**config.mk**
```make
export PLATFORM = sky130hd
export DESIGN_NAME = prog_timer
export DESIGN_NICKNAME = d
export VERILOG_FILES = /design/src/rtl/timer_pkg.sv /design/src/rtl/tick_prescaler.sv /design/src/rtl/prog_timer.sv
export SDC_FILE = /design/constraint.sdc
export NUM_CORES = 1
export LEC_CHECK = 0
export ABC_AREA = 1
export CAP_MARGIN = 25
export CORE_ASPECT_RATIO = 2
export CORE_MARGIN = 4
export CORE_UTILIZATION = 55
export DETAILED_ROUTE_END_ITERATION = 12
export PLACE_DENSITY = 0.91
export REMOVE_ABC_BUFFERS = 1
export SETUP_SLACK_MARGIN = 0.02
export SLEW_MARGIN = 20
export SYNTH_ARGS = -nofsm -noshare
export SYNTH_HDL_FRONTEND = slang
export SYNTH_SLANG_ARGS = --single-unit
```
**constraint.sdc**
```tcl
create_clock -name clk -period 2.95 [get_ports clk]
set_input_delay 0.295 -clock clk [delete_from_list [all_inputs] [get_ports clk]]
set_output_delay 0.295 -clock clk [all_outputs]
set_load 0.03 [all_outputs]
```
**src/rtl/timer_pkg.sv**
```systemverilog
// -----------------------------------------------------------------------------
// timer_pkg
// Shared definitions for the programmable interval timer:
//   - state_e        : controller state (IDLE, RUN)
//   - MODE_ONESHOT   : mode value for a single expiry then return to IDLE
//   - MODE_PERIODIC  : mode value for repeating expiry with reload at wrap
//   - DEFAULT_PERIOD : reset value of the latched period (legacy 2,000,000-cycle
//                      interval, i.e. terminal count 1999999)
// -----------------------------------------------------------------------------
package timer_pkg;

   typedef enum logic {
      IDLE = 1'b0,
      RUN  = 1'b1
   } state_e;

   localparam logic MODE_ONESHOT  = 1'b0;
   localparam logic MODE_PERIODIC = 1'b1;

   localparam int unsigned DEFAULT_PERIOD = 32'd1999999;

endpackage : timer_pkg

```
**src/rtl/tick_prescaler.sv**
```systemverilog
// -----------------------------------------------------------------------------
// tick_prescaler
// Divides the enable qualifier: counts enabled cycles 0..prescale and emits a
// tick on the enabled cycle that wraps the counter, giving one tick per
// prescale+1 enabled cycles. prescale is sampled live; prescale = 0 passes
// enable straight through. Only built when TIMER_PRESCALE_EN is defined.
//
// Ports:
//   clk      in  clock
//   reset_n  in  synchronous active-low reset
//   clear    in  restart the division (start/stop of the timer)
//   enable   in  cycle qualifier
//   prescale in  divide-by minus one
//   tick     out divided tick (combinational from register + enable)
// -----------------------------------------------------------------------------
`ifdef TIMER_PRESCALE_EN
module tick_prescaler #(
   parameter int unsigned PRESCALE_W = 8
) (
   input  logic                  clk,
   input  logic                  reset_n,
   input  logic                  clear,
   input  logic                  enable,
   input  logic [PRESCALE_W-1:0] prescale,
   output logic                  tick
);

   logic [PRESCALE_W-1:0] cnt_q;
   logic [PRESCALE_W-1:0] cnt_d;
   logic                  wrap_s;

   // ">=" so a live reduction of prescale below the current count still wraps
   // promptly instead of running round the full counter range.
   assign wrap_s = (cnt_q >= prescale);
   assign tick   = enable & wrap_s;

   // Prescale counter next-state.
   always_comb begin
      cnt_d = cnt_q;
      if (clear) begin
         cnt_d = '0;
      end else if (enable) begin
         if (wrap_s) begin
            cnt_d = '0;
         end else begin
            cnt_d = cnt_q + PRESCALE_W'(1'b1);
         end
      end else begin
         cnt_d = cnt_q;
      end
   end

   // Prescale counter register with synchronous reset.
   always_ff @(posedge clk) begin
      if (!reset_n) begin
         cnt_q <= '0;
      end else begin
         cnt_q <= cnt_d;
      end
   end

endmodule : tick_prescaler
`endif

```
**src/rtl/prog_timer.sv**
```systemverilog
// -----------------------------------------------------------------------------
// prog_timer
// Programmable interval timer with runtime-loadable period, one-shot or
// periodic mode and explicit start/stop. Expiry occurs after period+1 ticks.
//
// Optional feature macro: TIMER_PRESCALE_EN
//   defined   : tick comes from tick_prescaler (one tick per prescale+1
//               enabled cycles)
//   undefined : tick = enable; the prescale port is ignored
//
// Ports:
//   clk      in  clock
//   reset_n  in  synchronous active-low reset
//   start    in  latch period/mode and (re)start counting
//   stop     in  abort the run and return to IDLE (highest priority)
//   enable   in  tick qualifier; low pauses the count
//   mode     in  0 = one-shot, 1 = periodic (latched at start)
//   period   in  terminal count
//   clr      in  clear the sticky expired flag
//   prescale in  tick divider (prescaler builds only)
//   busy     out high while in RUN
//   done     out one-cycle pulse on expiry
//   expired  out sticky expiry flag
//   count    out current count
// -----------------------------------------------------------------------------
module prog_timer
   import timer_pkg::*;
#(
   parameter int unsigned WIDTH        = 21,
   parameter int unsigned RESET_PERIOD = DEFAULT_PERIOD,
   parameter int unsigned PRESCALE_W   = 8
) (
   input  logic                  clk,
   input  logic                  reset_n,
   input  logic                  start,
   input  logic                  stop,
   input  logic                  enable,
   input  logic                  mode,
   input  logic [WIDTH-1:0]      period,
   input  logic                  clr,
   input  logic [PRESCALE_W-1:0] prescale,
   output logic                  busy,
   output logic                  done,
   output logic                  expired,
   output logic [WIDTH-1:0]      count
);

   state_e           state_q,   state_d;
   logic [WIDTH-1:0] count_q,   count_d;
   logic [WIDTH-1:0] period_q,  period_d;
   logic             mode_q,    mode_d;
   logic             done_q,    done_d;
   logic             expired_q, expired_d;
   logic             busy_q,    busy_d;
   logic             tick_s;
   logic             terminal_s;

`ifdef TIMER_PRESCALE_EN
   tick_prescaler #(
      .PRESCALE_W (PRESCALE_W)
   ) u_prescaler (
      .clk      (clk),
      .reset_n  (reset_n),
      .clear    (start | stop),
      .enable   (enable),
      .prescale (prescale),
      .tick     (tick_s)
   );
`else
   logic unused_prescale_s;
   assign unused_prescale_s = ^prescale;
   assign tick_s            = enable;
`endif

   // count never passes period_q, so equality is the only terminal test needed.
   assign terminal_s = (count_q == period_q);

   // Controller next-state and registered-output values.
   always_comb begin
      state_d   = state_q;
      count_d   = count_q;
      period_d  = period_q;
      mode_d    = mode_q;
      done_d    = 1'b0;
      // clr first so that a coincident expiry below overrides it.
      expired_d = clr ? 1'b0 : expired_q;
      case (state_q)
         IDLE: begin
            if (start) begin
               period_d  = period;
               mode_d    = mode;
               count_d   = '0;
               expired_d = 1'b0;
               state_d   = RUN;
            end else begin
               state_d = IDLE;
            end
         end
         RUN: begin
            if (stop) begin
               state_d = IDLE;
               count_d = '0;
            end else if (start) begin
               period_d  = period;
               mode_d    = mode;
               count_d   = '0;
               expired_d = 1'b0;
            end else if (tick_s && terminal_s) begin
               done_d    = 1'b1;
               expired_d = 1'b1;
               count_d   = '0;
               if (mode_q == MODE_PERIODIC) begin
                  // Retune only at the wrap boundary.
                  period_d = period;
               end else begin
                  state_d = IDLE;
               end
            end else if (tick_s) begin
               count_d = count_q + WIDTH'(1'b1);
            end else begin
               count_d = count_q;
            end
         end
         default: begin
            state_d = IDLE;
            count_d = '0;
         end
      endcase
      busy_d = (state_d == RUN);
   end

   // State and output registers with synchronous active-low reset.
   always_ff @(posedge clk) begin
      if (!reset_n) begin
         state_q   <= IDLE;
         count_q   <= '0;
         period_q  <= WIDTH'(RESET_PERIOD);
         mode_q    <= MODE_ONESHOT;
         done_q    <= 1'b0;
         expired_q <= 1'b0;
         busy_q    <= 1'b0;
      end else begin
         state_q   <= state_d;
         count_q   <= count_d;
         period_q  <= period_d;
         mode_q    <= mode_d;
         done_q    <= done_d;
         expired_q <= expired_d;
         busy_q    <= busy_d;
      end
   end

   assign busy    = busy_q;
   assign done    = done_q;
   assign expired = expired_q;
   assign count   = count_q;

endmodule : prog_timer

```
* Word level (Yosys, flattened, before mapping) *
Index checks and enable logic that the tools add are counted.

storage, ports and cells
  bits in registers = 46
  output and inout bits = 24

operators by class
  add/subtract/negate cells = 1
  eq/ne operators = 6
  multiplexer cells = 28
  bitwise gates (word level) = 2
  reductions and logical operators = 4

operators by type and width
  operator                 count
  $mux W21                 10
  $pmux W21 S2             2
  $add A21 B1 Y21 const B  1
  $eq A21 B21 Y1           1
  $mux W1                  13
  $pmux W1 S2              3
  $ne A5 B4 Y1 const B     1
  $ne A2 B2 Y1 const B     2
  $reduce_and A4 Y1        1
  $reduce_or A4 Y1         1
  $ne A3 B2 Y1 const B     1
  $ne A3 B3 Y1 const B     1
  $not A1 Y1               2
  $reduce_and A2 Y1        1
  $logic_and A1 B1 Y1      1

* Depth between registers and ports, before layout *
Gate-level depths: netlist (run 1).

  depth after elaboration = 6
  gate-level depth with buffers = 13

* Worst setup path after synthesis (run 1) *
Ideal clock, no wire load.

  path kind = register to register
  from = reg count_q[5], in the netlist count[5]
  to = reg count_q[4], in the netlist count[4]
  setup time = 119 ps
  data arrival time = 1,611 ps
  required time = 2,831 ps
  setup slack = 1,221 ps
  cell stages (with the launch flop) = 13
  buffers on the path = 1
  cells stage by stage = dfxtp_1 inv_1 nand2_1 nand2_1 nor2_1 nand2_1 nor2_1 nand3_4 nand2_2 nand2_2 nand2_4 buf_6 nor2_2

between the ends
  longest elaborated chain between the ends = 6
  elaborated cells on any way between the ends = 8

ends and longest elaborated chain
  what                    line               RTL
  from (decl)             prog_timer.sv:49   logic [WIDTH-1:0] count_q, count_d;
  from (signal assigned)  prog_timer.sv:144  count_q <= count_d;
  $eq A21 B21 Y1 *        prog_timer.sv:76   assign terminal_s = (count_q == period_q);
  $logic_and A1 B1 Y1 *   prog_timer.sv:108  end else if (tick_s && terminal_s) begin
  $mux W21                prog_timer.sv:108
  $mux W21                prog_timer.sv:103  end else if (start) begin
  $mux W21                prog_timer.sv:100  if (stop) begin
  $pmux W21 S2            prog_timer.sv:87   case (state_q)

Every way passes the cells marked *; elsewhere a longest branch is shown, timed or not.
A chain may end at the register's enable or synchronous reset.

* Worst setup path in the final report (run 1) *
  from = reg count_q[8], in the netlist count[8]
  to = reg period_q[5]

between the ends
  longest elaborated chain between the ends = 4

ends and longest elaborated chain
  what                                line               RTL
  $eq A21 B21 Y1                      prog_timer.sv:76
  $logic_and A1 B1 Y1                 prog_timer.sv:108
  $ne A3 B2 Y1 (no source line)       --
  $reduce_and A4 Y1 (no source line)  --
  to (signal assigned)                prog_timer.sv:137  period_q <= WIDTH'(RESET_PERIOD);
  to (signal assigned)                prog_timer.sv:145  period_q <= period_d;
  to (decl)                           prog_timer.sv:50   logic [WIDTH-1:0] period_q, period_d;

Every way passes these cells.

==> results of run 1 <==
synth_stat cells (all sizes together):
library cell | number | share of area
a21oi | 16 | 0.029
nor2 | 73 | 0.11
o21ai | 8 | 0.019
nand3 | 56 | 0.11
buf | 9 | 0.026
ha | 1 | 0.0045
dfxtp | 46 | 0.33
xor2 | 9 | 0.028
a31oi | 1 | 0.0023
nand4 | 8 | 0.018
clkbuf | 3 | 0.0041
nor3 | 5 | 0.0090
inv | 65 | 0.088
nand2 | 158 | 0.22
nand3b | 1 | 0.0027
registers in the layout (all words and copies together) (netlist names):
register	flops
count	21
period_q	21
busy	1
done	1
expired	1
mode_q	1
path summary, 6_finish.rpt:
check	from	endpoint	slack, ns	cells past startpoint
worst max-delay path	count[8]	period_q[5]	0.90	11
worst min-delay path	expired	expired	0.47	2
worst max register to register	count[8]	period_q[5]	0.90	11
worst min register to register	expired	expired	0.47	2
worst min-delay path: cells and delay by family (launching register included):
| family | cells | cell delay [ns] |
|---|---|---|
| flops | 1 | 0.32 |
| simple gates | 1 | 0.06 |
| compound gates | 1 | 0.05 |
cell usage in the layout (no fill, tap or decap), types with 8 or more instances in the layout:
cell and count:
a21oi_1 16, clkdlybuf4s50_1 51, dfxtp_1 46, inv_1 58, nand2_1 151, nand3_1 55, nand4_1 8, nor2_1 60
nor2_2 13, xor2_1 9
power by group:
group	internal [mW]	leakage, nW	switching [mW]
combinational	0.0860	1.09	0.123
clock	0.163	0.0383	0.204
sequential	0.644	0.375	0.0206
total	0.894	1.50	0.348
layer usage:
layer	GRT usage	part of all wire	up-vias
met5	0	0	-
met4	0.167	0.042	0
met3	0.0346	0.035	21
met2	0.509	0.55	88
met1	0.295	0.37	1393
li1	-	-	1520
cells by family (layout without fill, tap and decap cells):
logic type      Yosys count  after routing  synth area share
compound gates           25             25            0.0497
xor+xnor                  9              9            0.0284
fa+ha+maj                 1              1           0.00451
buf+inv                  77            128             0.118
flops                    46             46             0.332
simple gates            301            301             0.467
layout make-up:
class                           count  area, µm²
Tap cell                           57       71.3
Timing Repair Buffer               56        548
Inverter                           65        244
Sequential cell                    46        921
Clock buffer                        7       76.3
Fill cell                         440       1480
Multi-Input combinational cell    336       1530
through the flow:
| stage | std cells | power, mW | instance area (µm²) | setup WS, ns | hold WS, ns |
|---|---|---|---|---|---|
| floorplan | 447 | 0.791 | 2690 | 0.580 | 0.379 |
| global placement | 560 | 0.879 | 3310 | 0.733 | 0.445 |
| detailed placement | 560 | 0.887 | 3310 | 0.656 | 0.462 |
| CTS | 567 | 1.24 | 3390 | 0.950 | 0.473 |
| global route | 567 | 1.29 | 3390 | 0.688 | 0.502 |
| finish | 567 | 1.24 | 3390 | 0.900 | 0.469 |
==> results.py, run 1 <==
metrics = {
    "detailed_routing": {
        "wl_mm": 8.04,
        "vias_per_cell": 5.33,
        "avgRoutedWirePerCell_um": 14.2,
        "drt_iter0_drc": 196,
        "dr.pass1.iters": 5,
        "drc": 0,
        "num_vias": 3022,
        "ant_nets": 0,
    },
    "die": {
        "core_um2": 4860,
        "die_w_um": 58.2,
        "rows": 36,
        "fp.dieH_um": 108,
        "die-area_um2": 6310,
        "ios": 60,
        "start_util": 0.570,
    },
    "logic_synthesis": {
        "synth_cell_types": 25,
        "netlist_area_um2": 2770,
        "ys_ff_latch": 46,
        "ys_warn_count": 0,
        "yosysSeqAreaShare": 0.332,
        "synthCells": 459,
        "syn_avg_cell_area_um2": 6.04,
    },
    "critical_path": {
        "endpoint_kind": "register",
        "critical_path_class": "reg2reg",
        "cpLargestDelayFamily": "simple AND/OR/NAND/NOR gates",
        "cp_data_arrival_time_ns": 2.22,
        "crit_path_max_incr_delay_ns": 0.50,
        "crit_required_ns": 3.12,
        "cpMostUsedCell": "nand2_1",
        "crit_path_max_fanout": 13,
        "slowest_stage": "dfxtp_1",
        "cp_cell_sequence": "inv_2 > nand2_1 > nand2_1 > nor2_1 > nand2_1 > nor2_1 > nand3_1 > nand2_2 > nand2_2 > nand2_1 > nand3_1",
        "start_kind": "register",
        "critPathBufInv": 1,
    },
    "pwr": {
        "p_leak_nw": 1.50,
        "powerDensity_nw_per_um2": 367,
        "vdd.ir_drop.worst_mv": 0.346,
    },
    "placed_design": {
        "port-buffer-count": 51,
        "dpl.hpwl_mm": 6.37,
        "place_congestion": 0.934,
    },
    "timing": {
        "rsz0062_at_grt": "no",
        "period_needed_ns": 2.05,
        "fmax_mhz": 488,
        "setup_tns_ns": 0,
        "max_slew_margin": 0.651,
        "period_share": 0.695,
        "hold_viol": 0,
        "tightest_slew_ns": 0.522,
        "final_max_slew_viol_count": 0,
        "fin_skew_ns": 0.00271,
        "setup_viol": 0,
    },
    "clock_tree": {
        "clk_path_buf_depth": 2,
        "cts_hold_buf": 0,
        "cts_tree": "done",
        "cts-resized-gates": 0,
        "clock-sinks": 46,
        "cts-root-buf": "clkbuf_8",
        "cts_setup_buffers": 0,
        "clock_latency_ns": 0.30,
        "cts_buffers": 5,
        "path_clk_slew_ns": 0.08,
        "htree_num_levels": 2,
    },
    "grt": {
        "grt_usage": 0.280,
        "grt_pass1_vias": 3024,
        "antenna_found_initial": 0,
        "overflow": 0,
        "grt_start_max_net_pins": 20,
        "grt_pass1_wl_mm": 13.5,
    },
    "final_layout": {
        "synthToLayoutAreaGrowth_pct": 22.2,
        "finalNetCount": 547,
        "diodes": 0,
        "drive_gt1_frac": 0.0765,
        "final_util": 0.696,
    },
    "flow_run": {
        "maxCapViolations": 0,
    },
    "min_path": {
        "hold_path_class": "reg2reg",
    },
    "status": {
        "status": "finished clean",
    },
}
Power figures use the tool's default switching activity.
==> run 2: changes to the inputs <==
- CORE_UTILIZATION: 55 -> 51
- PLACE_DENSITY: 0.91 -> 0.85
- clock period: 2.95 -> 2.1 ns (I/O delays scaled with it)
==> run 2 against run 1 <==
  * Clock-buffer cell count unchanged
  * Sequential share of layout area shrank 0.57 points
  * Non-clock buffer count rose by 6
  * Worst setup slack lost 0.67 ns
  * Clock skew rose by 0.0046 ns
  * Maximum frequency is 9.3% higher
  * Sequential power rose by 40%
  * Die area up 7.0%
  * Wire length shrank 3.4%
  * Highest routed layer unchanged
  * Final cell count up 1.2%
  * Combinational power grew 47%
  * Worst hold slack lost 0.0019 ns
==> results.py, run 2 (synthesis gave the netlist of run 1 again) <==
metrics = {
    "die": {
        "rows": 37,
        "fp.dieH_um": 112,
        "start_util": 0.530,
        "core_um2": 5230,
        "die_w_um": 60.1,
        "ios": 60,
        "die-area_um2": 6750,
    },
    "pwr": {
        "totalPowerFinal_mw": 1.76,
        "p_int_mw": 1.27,
        "p_comb_frac": 0.175,
        "clkPwrFrac": 0.293,
        "p_sw_frac": 0.277,
        "p_leak_nw": 1.55,
        "powerDensity_nw_per_um2": 507,
        "power_frac_seq": 0.531,
        "p_switching_mw": 0.486,
        "vdd.ir_drop.worst_mv": 0.512,
    },
    "flow_run": {
        "maxCapViolations": 0,
    },
    "detailed_routing": {
        "drc": 0,
        "vias_per_cell": 5.19,
        "wl_mm": 7.77,
        "num_vias": 2978,
        "avgRoutedWirePerCell_um": 13.5,
        "ant_nets": 0,
        "dr.pass1.iters": 5,
        "drt_iter0_drc": 134,
    },
    "grt": {
        "antenna_found_initial": 0,
        "grt_usage": 0.248,
        "grt_pass1_wl_mm": 12.9,
        "grt_pass1_vias": 2862,
        "grt_start_max_net_pins": 25,
        "overflow": 0,
    },
    "timing": {
        "period_share": 0.893,
        "fin_ws_ns": 0.225,
        "setup_viol": 0,
        "holdWs_ns": 0.467,
        "final_max_slew_viol_count": 0,
        "fin_skew_ns": 0.00729,
        "fmax_mhz": 533,
        "rsz0062_at_grt": "no",
        "max_slew_margin": 0.701,
        "setup_tns_ns": 0,
        "period_needed_ns": 1.88,
        "hold_viol": 0,
        "tightest_slew_ns": 0.447,
    },
    "status": {
        "status": "finished clean",
    },
    "clock_tree": {
        "clk_path_buf_depth": 2,
        "cts-root-buf": "clkbuf_8",
        "cts_hold_buf": 0,
        "clock-sinks": 46,
        "clock_latency_ns": 0.29,
        "cts_buffers": 5,
        "path_clk_slew_ns": 0.08,
        "cts_tree": "done",
        "htree_num_levels": 2,
    },
    "critical_path": {
        "cp_data_arrival_time_ns": 2.06,
        "crit_path_max_incr_delay_ns": 0.47,
        "cpLargestDelayFamily": "simple AND/OR/NAND/NOR gates",
        "slowest_stage": "dfxtp_1",
        "crit_path_max_fanout": 12,
        "crit_required_ns": 2.28,
        "start_kind": "register",
        "critPathBufInv": 1,
        "cp_cell_sequence": "inv_2 > nand2_1 > nand2_1 > nor2_1 > nand2_1 > nor2_1 > nand3_4 > nand2_2 > nand2_2 > nand2_4 > nor2_1",
        "critical_path_class": "reg2reg",
        "endpoint_kind": "register",
    },
    "final_layout": {
        "drive_gt1_frac": 0.0891,
        "final_cell_mix": "nand2_1 (151), nor2_1 (60), inv_1 (58)",
        "diodes": 0,
        "finalNetCount": 553,
        "final_util": 0.662,
        "synthToLayoutAreaGrowth_pct": 25.0,
        "layout_commonest_cell": "nand2_1",
        "final_area_um2": 3460,
        "fin_cells": 574,
    },
    "placed_design": {
        "placed_cells": 567,
        "port-buffer-count": 51,
        "place_ws_ns": 0.165,
        "dpl.hpwl_mm": 6.21,
        "place_area_um2": 3380,
        "place_congestion": 0.899,
    },
    "min_path": {
        "hold_path_class": "reg2reg",
    },
}
[run 2: changes by cell type in the layout (fill, tap and decap cells not counted), sizes merged]
cell,before,now
buf,5,11
[run 2: worst min-delay path, stage by stage (launching register included)]
cell and delay [ns]:
dfxtp_1 0.32, nand2_1 0.06, a21oi_1 0.06
[run 2: metal layers]
metal  up-vias  track usage  share of wire
met2        88        0.441           0.54
met5         -            0              0
met4         0       0.0932          0.035
li1       1525            -              -
met1      1346        0.279           0.38
met3        19       0.0437          0.043
[run 2: layout make-up]
| type | count | area, µm² |
|---|---|---|
| fill | 513 | 1770 |
| tap | 58 | 72.6 |
| multi-input combinational | 336 | 1530 |
| timing repair buffer | 62 | 618 |
| inverter | 65 | 244 |
| clock buffer | 7 | 76.3 |
| sequential | 46 | 922 |
[run 2: final timing paths]
path	startpoint	to	slack, ns	cells after the start
worst max-delay path	count[16]	count[20]	0.22	11
worst min-delay path	expired	expired	0.47	2
worst max register to register	count[16]	count[20]	0.22	11
worst min register to register	expired	expired	0.47	2
[run 2: what timing repair did]
item	in CTS	in global routing
gates resized for setup	0	2
setup buffers	0	0
endpoints found under the hold margin	0	0
endpoints found under the setup margin	0	2
[run 2: power groups by stage]
stage                     registers, mW  clock network, mW  logic, mW
after global placement            0.951                  0      0.300
final                             0.932              0.515      0.308
after floorplan                   0.949                  0      0.162
after CTS                         0.932              0.525      0.306
after global routing              0.936              0.554      0.345
after detailed placement          0.952                  0      0.305
==> run 3: changes to the inputs <==
--- a/constraint.sdc
+++ b/constraint.sdc
@@ -3,2 +3,2 @@
 set_output_delay 0.21 -clock clk [all_outputs]
-set_load 0.03 [all_outputs]
+set_load 0.02 [all_outputs]
==> results of run 3 <==
Same layout as run 2 (identical final DEF). Status: finished clean.
Among the figures that moved: total power 1.76 mW -> 1.75 mW
